**src/rtl/fetch_queue_if.sv**
```systemverilog
// Fetch queue bus: i_cache push side, decode pop side, flush and status.
// master = the i_cache/decode/redirect environment, slave = the queue itself.
interface fetch_queue_if #(
  parameter int DEPTH      = 4,
  parameter int ADDR_WIDTH = 26,
  parameter int DATA_WIDTH = 32
);
  localparam int CNT_W = $clog2(DEPTH) + 1;

  logic                  i_valid;
  logic [ADDR_WIDTH-1:0] i_pc;
  logic [DATA_WIDTH-1:0] i_instr;
  logic                  o_ready;
  logic                  i_flush;
  logic                  o_valid;
  logic [ADDR_WIDTH-1:0] o_pc;
  logic [DATA_WIDTH-1:0] o_instr;
  logic                  i_ready;
  logic [CNT_W-1:0]      o_count;
  logic                  o_overflow;

  modport master (
    output i_valid, i_pc, i_instr, i_flush, i_ready,
    input  o_ready, o_valid, o_pc, o_instr, o_count, o_overflow
  );

  modport slave (
    input  i_valid, i_pc, i_instr, i_flush, i_ready,
    output o_ready, o_valid, o_pc, o_instr, o_count, o_overflow
  );
endinterface

```
**src/rtl/fetch_queue.sv**
```systemverilog
// Instruction fetch queue between i_cache and decode: circular buffer with
// flush, sticky overflow flag and zeroed head outputs while empty.
module fetch_queue #(
  parameter int DEPTH      = 4,
  parameter int ADDR_WIDTH = 26,
  parameter int DATA_WIDTH = 32
) (
  input  logic           clk,
  input  logic           rst_n,
  fetch_queue_if.slave   bus
);
  localparam int PTR_W = $clog2(DEPTH);
  localparam int CNT_W = PTR_W + 1;
  localparam logic [CNT_W-1:0] FULL_COUNT = CNT_W'(DEPTH);

  logic [PTR_W-1:0]      rd_ptr_reg;
  logic [PTR_W-1:0]      wr_ptr_reg;
  logic [CNT_W-1:0]      count_reg;
  logic                  overflow_reg;

  logic [ADDR_WIDTH-1:0] pc_mem    [DEPTH];
  logic [DATA_WIDTH-1:0] instr_mem [DEPTH];

  logic full;
  logic empty;
  logic push;
  logic pop;

  assign full  = (count_reg == FULL_COUNT);
  assign empty = (count_reg == '0);
  assign push  = bus.i_valid && !full  && !bus.i_flush;
  assign pop   = !empty && bus.i_ready && !bus.i_flush;

  // Storage is never reset; the count alone decides which slots are live.
  always_ff @(posedge clk) begin
    if (push) begin
      pc_mem[wr_ptr_reg]    <= bus.i_pc;
      instr_mem[wr_ptr_reg] <= bus.i_instr;
    end
  end

  always_ff @(posedge clk) begin
    if (!rst_n) begin
      rd_ptr_reg   <= '0;
      wr_ptr_reg   <= '0;
      count_reg    <= '0;
      overflow_reg <= 1'b0;
    end else if (bus.i_flush) begin
      rd_ptr_reg <= '0;
      wr_ptr_reg <= '0;
      count_reg  <= '0;
    end else begin
      if (push) wr_ptr_reg <= wr_ptr_reg + PTR_W'(1);
      if (pop)  rd_ptr_reg <= rd_ptr_reg + PTR_W'(1);
      case ({push, pop})
        2'b10:   count_reg <= count_reg + CNT_W'(1);
        2'b01:   count_reg <= count_reg - CNT_W'(1);
        default: count_reg <= count_reg;
      endcase
      if (bus.i_valid && full) overflow_reg <= 1'b1;
    end
  end

  // Head is read asynchronously so a push is visible right after its edge.
  assign bus.o_ready    = !full;
  assign bus.o_valid    = !empty;
  assign bus.o_pc       = empty ? '0 : pc_mem[rd_ptr_reg];
  assign bus.o_instr    = empty ? '0 : instr_mem[rd_ptr_reg];
  assign bus.o_count    = count_reg;
  assign bus.o_overflow = overflow_reg;
endmodule

```
**src/flat_wrapper.sv**
```systemverilog
// flat-port wrapper written by rule: the top's interface ports become plain ports
module fetch_queue_flat 
#(
  parameter int DEPTH      = 4,
  parameter int ADDR_WIDTH = 26,
  parameter int DATA_WIDTH = 32
)
  (clk, rst_n, bus_i_valid, bus_i_pc, bus_i_instr, bus_i_flush, bus_i_ready, bus_o_ready, bus_o_valid, bus_o_pc, bus_o_instr, bus_o_count, bus_o_overflow);
  fetch_queue_if #(.DEPTH(DEPTH), .ADDR_WIDTH(ADDR_WIDTH), .DATA_WIDTH(DATA_WIDTH)) bus_i ();
  input  logic clk;
  input  logic rst_n;
  input wire logic [$bits(bus_i.i_valid)-1:0] bus_i_valid;
  input wire logic [$bits(bus_i.i_pc)-1:0] bus_i_pc;
  input wire logic [$bits(bus_i.i_instr)-1:0] bus_i_instr;
  input wire logic [$bits(bus_i.i_flush)-1:0] bus_i_flush;
  input wire logic [$bits(bus_i.i_ready)-1:0] bus_i_ready;
  output wire logic [$bits(bus_i.o_ready)-1:0] bus_o_ready;
  output wire logic [$bits(bus_i.o_valid)-1:0] bus_o_valid;
  output wire logic [$bits(bus_i.o_pc)-1:0] bus_o_pc;
  output wire logic [$bits(bus_i.o_instr)-1:0] bus_o_instr;
  output wire logic [$bits(bus_i.o_count)-1:0] bus_o_count;
  output wire logic [$bits(bus_i.o_overflow)-1:0] bus_o_overflow;
  assign bus_i.i_valid = bus_i_valid;
  assign bus_i.i_pc = bus_i_pc;
  assign bus_i.i_instr = bus_i_instr;
  assign bus_i.i_flush = bus_i_flush;
  assign bus_i.i_ready = bus_i_ready;
  assign bus_o_ready = bus_i.o_ready;
  assign bus_o_valid = bus_i.o_valid;
  assign bus_o_pc = bus_i.o_pc;
  assign bus_o_instr = bus_i.o_instr;
  assign bus_o_count = bus_i.o_count;
  assign bus_o_overflow = bus_i.o_overflow;
  fetch_queue #(.DEPTH(DEPTH), .ADDR_WIDTH(ADDR_WIDTH), .DATA_WIDTH(DATA_WIDTH)) u_core (.clk(clk), .rst_n(rst_n), .bus(bus_i));
endmodule
```
**config.mk**
```make
export PLATFORM = sky130hd
export DESIGN_NAME = fetch_queue_flat
export DESIGN_NICKNAME = d
export VERILOG_FILES = /design/src/rtl/fetch_queue_if.sv /design/src/rtl/fetch_queue.sv /design/src/flat_wrapper.sv
export SDC_FILE = /design/constraint.sdc
export NUM_CORES = 1
export LEC_CHECK = 0
export CORE_MARGIN = 3
export CORE_UTILIZATION = 30
export CTS_BUF_LIST = sky130_fd_sc_hd__clkbuf_8
export DETAILED_ROUTE_END_ITERATION = 16
export HOLD_SLACK_MARGIN = 0.1
export PLACE_DENSITY_LB_ADDON = 0.25
export SYNTH_ARGS = -nofsm -noshare
export SYNTH_HDL_FRONTEND = slang
export SYNTH_SLANG_ARGS = --single-unit
```
**constraint.sdc**
```tcl
create_clock -name clk -period 2.5 [get_ports clk]
set_clock_uncertainty 0.1 [all_clocks]
set_input_delay 0.25 -clock clk [delete_from_list [all_inputs] [get_ports clk]]
set_output_delay 0.25 -clock clk [all_outputs]
set_load 0.01 [all_outputs]
```
==> results.sh <==
export IMPL_path_buf_inv=4
export IMPL_fin_util=0.4059
export IMPL_synth_compound_area_frac=0.005938
export IMPL_gpl_final_weighted_congestion=0.7869
export IMPL_max_ffs_per_register=128
export IMPL_largest_family_of_logic_cells_by_synthesized_area="multiplexers"
export IMPL_antenna_cells=0
export IMPL_grt_util_met1=0.1582
export IMPL_worst_path_max_fanout=7
export IMPL_dpl_hpwl_mm=11.17
export IMPL_post_syn_instances=428
export IMPL_wire_per_inst_um=19.32
export IMPL_io_pin_count=127
export IMPL_netlist_cell_type_count=25
export IMPL_final_hold_violation_count=0
export IMPL_max_flop_register="u_core.instr_mem"
export IMPL_power_ir_vdd_worst_v=0.0002847
export IMPL_antenna_violations_before_repair=2
export IMPL_area_sequential_um2=7176
export IMPL_layout_area_overhead_vs_synth_pct=31.47
export IMPL_criticalPathCategory="flip-flop to output port"
export IMPL_grt_pass1_wl_mm=30.85
export IMPL_muxShareOfSynthArea=0.1409
export IMPL_routed_via_density=4.542
export IMPL_cts_sink_count=242
export IMPL_initial_utilization=0.3087
export IMPL_nFillCells=2655
export IMPL_drt_drc_violations_left=0
export IMPL_detail_route_iter0_violations=187
export IMPL_layout_drive_gt1_share=0.3328
export IMPL_worstHoldPathType="input pin to flip-flop"
export IMPL_clock_tree_buffer_depth=3
export IMPL_first_pass_iters=4
export IMPL_htree_levels=2
export IMPL_global_route_peak_usage_layer="met2"
export IMPL_clk_root_buffer_cell="clkbuf_8"
export IMPL_groute_layer_met2_usage=0.2005
export IMPL_cts_clk_slew_worst_paths_ns=0.06
export IMPL_cts_buffers=41
export IMPL_cts_tree="built"
export IMPL_worst_slew_pin_transition_ns=0.3520
export IMPL_cp_slowest_cell="mux4_2"
export IMPL_drv_max_cap_violation_count=0
export IMPL_synth_seq_cells=242
export IMPL_cp_top_family="buffers and inverters"
export IMPL_worst_path_largest_cell_delay_ns=0.49
export IMPL_detailroute_via_count=4719
export IMPL_synth_simple_gate_area_frac=0.05290
export IMPL_slew_limit_headroom=0.7633
export IMPL_outcome="finished, final reports clean"
export IMPL_grt_start_max_net_pins=36
export IMPL_worst_setup_path_end_kind="output port"
export IMPL_clk_latency_ns=0.52
export IMPL_grt_setup_unrepaired="true"
export IMPL_ratio_of_total_power_to_cell_area_nw_per_um2=673.9
export IMPL_yosysSeqAreaShare=0.7730
export IMPL_track_usage=0.1219
export IMPL_dieArea_um2=33050
export IMPL_synth_yosys_warnings=0
export IMPL_design_core_area_um2=30030
export IMPL_leakage_nw=4.036
export IMPL_final_min_period_over_clock_period=0.9810
export IMPL_gr_total_overflow=0
export IMPL_drtAntennaViolNets=0
export IMPL_floorplan_rows=63
export IMPL_port_buffers=126
export IMPL_timing_critical_path_from_type="flip-flop"
export IMPL_finalSetupViolCount=0
export IMPL_multiInputGateArea_um2=2019
export IMPL_route_final_wire_length_mm=20.07
export IMPL_die_width_um=181.8
export IMPL_syn_avg_cell_area_um2=21.66
export IMPL_fp_dieH_um=181.8
export IMPL_timing_critical_path_cells="buf_12 -> buf_16 -> buf_4 -> mux4_2 -> nor2b_1 -> buf_2"
export IMPL_ctsHoldBuffers=0
export IMPL_maxSlewViolCount=0
export IMPL_groute_layer_met3_usage=0.03486
export IMPL_number_of_global_route_vias_before_repair=5362
export IMPL_postSynthNetCount=497
export IMPL_critPathArrivalTime_ns=2.10
export IMPL_finalCriticalPeriod_ns=2.452
export IMPL_synthesis_area_um2=9271
export IMPL_fmax_mhz=407.7
export IMPL_yosys_area_share_adder=0.008907
export IMPL_critPathRequiredTime_ns=2.15
export IMPL_final_nets=687
export IMPL_totalPowerFinal_mw=8.214
export IMPL_xor_xnor_portion_of_the_synthesized_cell_area=0.002834
area by class of cell:
| cell class | count | area share |
|---|---|---|
| Timing Repair Buffer | 167 | 0.1393 |
| Multi-Input combinational cell | 158 | 0.1657 |
| Sequential cell | 242 | 0.5887 |
| Inverter | 8 | 0.002464 |
| Clock buffer | 43 | 0.04855 |
| Tap cell | 390 | 0.04003 |
| Clock inverter | 31 | 0.01529 |
stage by stage:
step                area [µm²]  setup slack (ns)  TNS (ns)  cells  hold slack (ns)
floorplan                 9276            0.2695         0    428           0.2489
global placement         11250            0.1831         0    944           0.3644
detailed placement       11250           0.06625         0    944           0.3778
CTS                      12200          -0.05941   -0.2597   1034           0.2235
global route             12190          -0.05109   -0.2515   1039           0.2424
finish                   12190           0.04751         0   1039           0.2654
placed cells by master, fill, tap and decap left out, types with 10 or more instances in the layout:
| cell type | Yosys | layout |
|---|---|---|
| buf_12 | 0 | 14 |
| buf_2 | 4 | 35 |
| buf_4 | 3 | 15 |
| clkbuf_2 | 0 | 10 |
| clkbuf_8 | 0 | 43 |
| clkdlybuf4s15_1 | 0 | 10 |
| clkdlybuf4s50_1 | 0 | 68 |
| clkinv_1 | 0 | 10 |
| edfxtp_1 | 232 | 232 |
| inv_1 | 8 | 19 |
| mux4_2 | 58 | 58 |
| nor2b_1 | 61 | 54 |
Yosys cell counts:
master / number / area [µm²]
nand4_1: 1 / 6.260
dfxtp_1: 10 / 200.2
or3_1: 2 / 12.51
xor2_1: 3 / 26.28
buf_4: 3 / 22.52
nand2_1: 1 / 3.750
buf_6: 3 / 33.78
and3_1: 4 / 25.02
nand3_1: 1 / 5.000
buf_2: 4 / 20.02
nor2b_1: 61 / 381.6
o21ai_0: 3 / 15.01
inv_1: 8 / 30.03
buf_1: 3 / 11.26
nor2_1: 7 / 26.28
mux4_2: 58 / 1306
a21oi_1: 5 / 25.02
edfxtp_1: 232 / 6967
o31ai_1: 2 / 15.01
nor3b_1: 1 / 7.510
nand2b_1: 2 / 12.51
ha_1: 5 / 62.56
clkbuf_1: 7 / 26.28
nor3_2: 1 / 10.01
fa_1: 1 / 20.02
path summary, 6_finish.rpt:
| check | from | to | slack [ns] | cells after the start |
|---|---|---|---|---|
| setup / recovery | flip-flop | bus_o_pc[17] | 0.05 | 6 |
| hold / removal | bus_i_pc[20] | u_core.pc_mem[3][20] | 0.27 | 1 |
| setup reg to reg | u_core.bus.o_count[2] | u_core.bus.o_count[2] | 0.23 | 9 |
| hold reg to reg | u_core.rd_ptr_reg[1] | flip-flop | 0.38 | 2 |
kinds of logic (layout without fill, tap and decap cells):
family,count (synthesis),count (layout)
DFF,242,242
and+or+nand+nor,81,81
muxes,58,58
buffers and inverters,28,249
AOI/OAI and AO/OA,10,10
adders and majority gates,6,6
xor gates and xnor gates,3,3
power by group:
part           switching, mW  internal [mW]
registers             0.0142           4.50
clock network           1.48           1.80
logic                  0.184          0.227
per-layer routing:
layer,up-vias,part of all wire
met5,-,0.0011
met4,4,0.016
met3,35,0.056
met2,120,0.49
met1,2445,0.43
li1,2115,-
what timing repair did:
action | in CTS | in global routing
gates resized for setup | 187 | 39
gates cloned | 6 | 0
endpoints found under the hold margin | 0 | 0
endpoints found under the setup margin | 58 | 32
setup buffers | 10 | 6
Note: power is estimated with default switching activity, not from simulation.
